`config.mk`:
```
export PLATFORM = sky130hd
export DESIGN_NAME = parity_uart_tx
export DESIGN_NICKNAME = d
export VERILOG_FILES = /design/src/rtl/parity_uart_tx.sv
export SDC_FILE = /design/constraint.sdc
export NUM_CORES = 1
export LEC_CHECK = 0
export ABC_AREA = 1
export CORE_ASPECT_RATIO = 2
export CORE_MARGIN = 3
export CORE_UTILIZATION = 30
export DETAILED_ROUTE_END_ITERATION = 7
export SYNTH_ARGS = -nofsm -noshare
export SYNTH_HDL_FRONTEND = slang
export SYNTH_SLANG_ARGS = --single-unit
```
`constraint.sdc`:
```
create_clock -name clk -period 1.6 [get_ports clk]
set_input_delay 0.32 -clock clk [delete_from_list [all_inputs] [get_ports clk]]
set_output_delay 0.32 -clock clk [all_outputs]
set_load 0.02 [all_outputs]
```
`src/rtl/parity_uart_tx.sv`:
```
// Serial byte transmitter: start, 8 data bits LSB first, parity, stop.
// One byte per valid/ready handshake; every output is registered.
module parity_uart_tx #(
  parameter int unsigned CLKS_PER_BIT  = 868,
  parameter bit          INVERT_PARITY = 1'b0
) (
  input  logic       clk,
  input  logic       rst_n,
  input  logic [7:0] tx_data,
  input  logic       tx_valid,
  output logic       tx_ready,
  output logic       tx_out,
  output logic       busy,
  output logic       frame_done
);

  localparam int unsigned DW = 8;
  localparam int unsigned BW = (CLKS_PER_BIT > 1) ? $clog2(CLKS_PER_BIT) : 1;
  localparam logic [BW-1:0] BAUD_LAST = BW'(CLKS_PER_BIT - 1);

  typedef enum logic [2:0] {
    IDLE   = 3'd0,
    START  = 3'd1,
    DATA   = 3'd2,
    PARITY = 3'd3,
    STOP   = 3'd4
  } state_e;

  state_e          state_q, state_d;
  logic [BW-1:0]   baud_q, baud_d;
  logic [2:0]      bit_q, bit_d;
  logic [DW-1:0]   shift_q, shift_d;
  logic            par_q, par_d;
  logic            tx_out_q, tx_out_d;
  logic            tx_ready_q, tx_ready_d;
  logic            busy_q, busy_d;
  logic            done_q, done_d;
  logic            bit_end;

  // Next-state logic; outputs are derived from the next state so they register in step.
  always_comb begin
    state_d = state_q;
    baud_d  = baud_q;
    bit_d   = bit_q;
    shift_d = shift_q;
    par_d   = par_q;
    bit_end = (baud_q == BAUD_LAST);

    if (state_q != IDLE) begin
      baud_d = bit_end ? '0 : baud_q + BW'(1);
    end

    case (state_q)
      IDLE: begin
        if (tx_valid && tx_ready_q) begin
          shift_d = tx_data;
          par_d   = (^tx_data) ^ INVERT_PARITY;
          baud_d  = '0;
          state_d = START;
        end
      end
      START: begin
        if (bit_end) begin
          bit_d   = '0;
          state_d = DATA;
        end
      end
      DATA: begin
        if (bit_end) begin
          shift_d = {1'b0, shift_q[DW-1:1]};
          bit_d   = bit_q + 3'd1;
          if (bit_q == 3'd7) begin
            state_d = PARITY;
          end
        end
      end
      PARITY: begin
        if (bit_end) begin
          state_d = STOP;
        end
      end
      STOP: begin
        if (bit_end) begin
          state_d = IDLE;
        end
      end
      default: state_d = IDLE;
    endcase

    tx_out_d = 1'b1;
    case (state_d)
      START:   tx_out_d = 1'b0;
      DATA:    tx_out_d = shift_d[0];
      PARITY:  tx_out_d = par_d;
      default: tx_out_d = 1'b1;
    endcase

    tx_ready_d = (state_d == IDLE);
    busy_d     = (state_d != IDLE);
    done_d     = (state_q == STOP) && (state_d == IDLE);
  end

  // A reset abandons any partial frame; tx_ready stays low until the first edge after release.
  always_ff @(posedge clk) begin
    if (!rst_n) begin
      state_q    <= IDLE;
      baud_q     <= '0;
      bit_q      <= '0;
      shift_q    <= '0;
      par_q      <= 1'b0;
      tx_out_q   <= 1'b1;
      tx_ready_q <= 1'b0;
      busy_q     <= 1'b0;
      done_q     <= 1'b0;
    end else begin
      state_q    <= state_d;
      baud_q     <= baud_d;
      bit_q      <= bit_d;
      shift_q    <= shift_d;
      par_q      <= par_d;
      tx_out_q   <= tx_out_d;
      tx_ready_q <= tx_ready_d;
      busy_q     <= busy_d;
      done_q     <= done_d;
    end
  end

  assign tx_out     = tx_out_q;
  assign tx_ready   = tx_ready_q;
  assign busy       = busy_q;
  assign frame_done = done_q;

endmodule

```
==> results summary <==
For this design, the slowest cell found on the critical path is sky130_fd_sc_hd__clkdlybuf4s50_1. For the worst setup path, the data required time is 1.28 ns. The count of port buffers added during placement is 14. The startpoint of the lowest-slack register-to-register path is baud_q[1]. The worst-path maximum fanout is 2. Power spread over the standard cell area amounts to 934.2 nW/um^2. The depth of the worst hold-timing path came out at 1. The post-placement setup slack came out at -0.1084 ns. The placer congestion estimate came out at 0.8160. The end of the worst register-to-register path is frame_done. The total count of max-transition violations in the final report is 0. The worst clock skew came out at 0.005498 ns. The worst path needs 1.527 ns of the cycle, external delays included. The tightest min-delay check is of the reg2reg type. The repair_antennas step left the layout with diodes totalling 0. The H-tree depth is 2. The clock network latency to the later pin of the worst-skew pair is 0.28 ns.

The total area inside the core boundary comes to 5231 sq um. For met2 alone, demand over resource in global routing was 25.69%. The global-route met1 utilization is 12.74%.

Compared with the post-synthesis result, the final layout area differs by 23.26%. The clock transition at the registers of the reported paths is 0.06 ns. The starting density of the core is 31.67%. Summed over all layers, the global routing overflow is 0. During synthesis, Yosys emitted a total of 0 warnings. The sum of net half-perimeters after detailed placement is 3021 um. Setup repair after global routing left no endpoint under its margin. STA classifies the critical path endpoint as an output pin.

The number of detailed-routing iterations run before antenna repair is 4. The cell type group with the largest total delay on the critical path is buffers and inverters. The first global-routing pass estimated 6782 um of wire. The most common cell after layout, fill and taps aside is sky130_fd_sc_hd__nand2_1. The floorplan die width came out at 58.55 um. After detailed routing, the number of remaining DRC violations is 0. The worst slew margin relative to its limit is 77.16%.

For this run, the slowest stage of the critical path takes 0.60 ns. The biggest area consumer among synthesized cells is sky130_fd_sc_hd__dfxtp_1. The total wire length is 3827 um. The layout net count came out at 297. The flow ran to the end, and the final reports show no timing, DRC or antenna violations. The tree is rooted in a sky130_fd_sc_hd__clkbuf_8. For hold timing, the worst endpoint is bit_q[0]. In the global route stage, overall resource usage came out at 13.44%. In this run, post-CTS hold repair placed 0 buffers. The setup path with the least slack is of type reg2out. The flop and latch count out of synthesis is 29. The number of buffers created by CTS is 5. The clock passes through at most 2 buffers. The critical path goes through clkdlybuf4s50_1. The reg2reg setup slack is 0.14 ns. The number of buffers and inverters on the critical path is 1. Data on the critical path arrives at its endpoint at 1.21 ns.

The top cell types in the final layout, fill and taps aside, are 96 x sky130_fd_sc_hd__nand2_1, 29 x sky130_fd_sc_hd__inv_1, 28 x sky130_fd_sc_hd__dfxtp_1. The final setup violation count is 0. The peak supply drop is 0.0005097 V. The gate count after technology mapping is 254.

The post-detailed-route via-to-cell ratio came out at 4.716. After detailed routing, the average wire length per cell comes to 11.22 um. The average instance area after synthesis came out at 6.522 sq um.

The remaining antenna violation count after routing is 0. The number of top-level pins came out at 15. The total vias in the final route is 1608.

For this block, the initial DRC count from the detailed router was 65. The top achievable clock speed came out at 654.7 MHz. The floorplan step set the die height to 111.1 um. By area the synthesized netlist is led by sky130_fd_sc_hd__dfxtp_1 35%, sky130_fd_sc_hd__nand2_1 22%, sky130_fd_sc_hd__inv_1 6.6%, sky130_fd_sc_hd__a21oi_1 5.1%, sky130_fd_sc_hd__nor2_1 4.8%. STA classifies the critical path startpoint as a flop.

The post-cts gate resize count is 0. The cell leakage power came out at 0.9335 nW. The least setup slack across all paths after layout is 0.07250 ns.

The clock drives 29 sinks. The transition time at the pin with the least slew margin is 0.3427 ns. The synthesized netlist net count came out at 268. The maximum number of pins on one net before global-route repair came out at 26. The post-synthesis cell type count came out at 26. The global routing stage identified its most utilized layer as met2. The hold path startpoint is bit_q[0]. The number of hold-slack violations in the final timing report is 0. The final cycle utilization of the critical path is 95.47%. The number of cells traversed by the worst register-to-register path came out at 9. The full die area came out at 6504 sq um. For this run, global-route usage on met3 was measured as 2.448%. The via count of the first global-routing pass is 1613. The number of cell rows came out at 37. The first element of the critical path is tx_ready. The cell area after synthesis is 1657 sq um.

The max-cap violation count is 0. In the final timing run, aggregate negative setup slack is 0 ns. The proportion of synthesized chip area in sequential cells is 35.05%. Summed over its instances, the top area cell type makes up 35.05% of the synthesized netlist area. The initial antenna violation count came out at 0.

The CTS tree is yes. In the final layout, the share of cells above drive strength 1 is 14.84%. The post-CTS setup repair buffer count is 0.
## routing by layer
layer	part of all wire (%)	vias to the layer above
li1	-	850
met1	36	723
met2	58	25
met3	2.4	10
met4	2.9	0
met5	0	-
## flip-flops by register name, indices dropped and copies added, names as in the netlist
| name | flops |
|---|---|
| baud_q | 10 |
| shift_q | 8 |
| bit_q | 3 |
| state_q | 3 |
| busy | 1 |
| frame_done | 1 |
| par_q | 1 |
| tx_out | 1 |
| tx_ready | 1 |
## per-stage QoR
step / instance area [sq um] / total power [W] / instances / util, % / hold slack [ns]
after floorplan: 1657 / 0.001152 / 254 / - / 0.4176
after global placement: 1937 / 0.001307 / 334 / 37.02 / 0.4524
after detailed placement: 1937 / 0.001313 / 334 / 37.02 / 0.4553
after CTS: 2023 / 0.001925 / 341 / 38.68 / 0.4638
after global routing: 2042 / 0.002028 / 341 / 39.03 / 0.4902
final: 2042 / 0.001908 / 341 / 39.03 / 0.4625
## layout make-up
class / count / area (sq um)
sequential: 29 / 581.8
tap: 58 / 72.57
inverter: 34 / 130.1
timing repair buffer: 24 / 215.2
fill: 565 / 3189
multi-input combinational: 189 / 955.9
clock buffer: 7 / 86.33
## how the worst max path moves through the flow
| stage | cells after the start | end | slack [ns] |
|---|---|---|---|
| floorplan | 9 | frame_done | 0.25 |
| global placement | 8 | shift_q[4] | -0.1 |
| detailed placement | 8 | shift_q[4] | -0.11 |
| finish | 1 | tx_ready | 0.07 |
| global route | 11 | tx_out | 0.01 |
| CTS | 9 | frame_done | 0.04 |
## logic make-up after synthesis
family          count (synthesis)  share of synthesized area [%]
xor+xnor                        3                          1.586
flops                          29                          35.05
buf+inv                        36                          8.157
simple gates                  151                          42.15
compound gates                 32                          10.80
fa+ha+maj                       3                          2.266
## where the power goes
part | internal, W | leakage [nW] | total, W | switching (W)
registers | 0.000780 | 0.236 | 0.000818 | 0.0000377
clock network | 0.000341 | 0.0443 | 0.000609 | 0.000268
logic | 0.000190 | 0.653 | 0.000481 | 0.000291
total | 0.00131 | 0.934 | 0.00191 | 0.000597
## synth_stat cells, drive strengths merged
cell type and number:
a21boi 1, xnor2 1, nand3b 2, clkbuf 2
nor3 3, xor2 2, a21oi 18, nor2 30
dfxtp 29, nand3 15, nand2 100, o21ai 6
inv 33, a31oi 4, and2 1, clkinv 1
a211oi 3, ha 3
(Power assumes the default switching activity.)
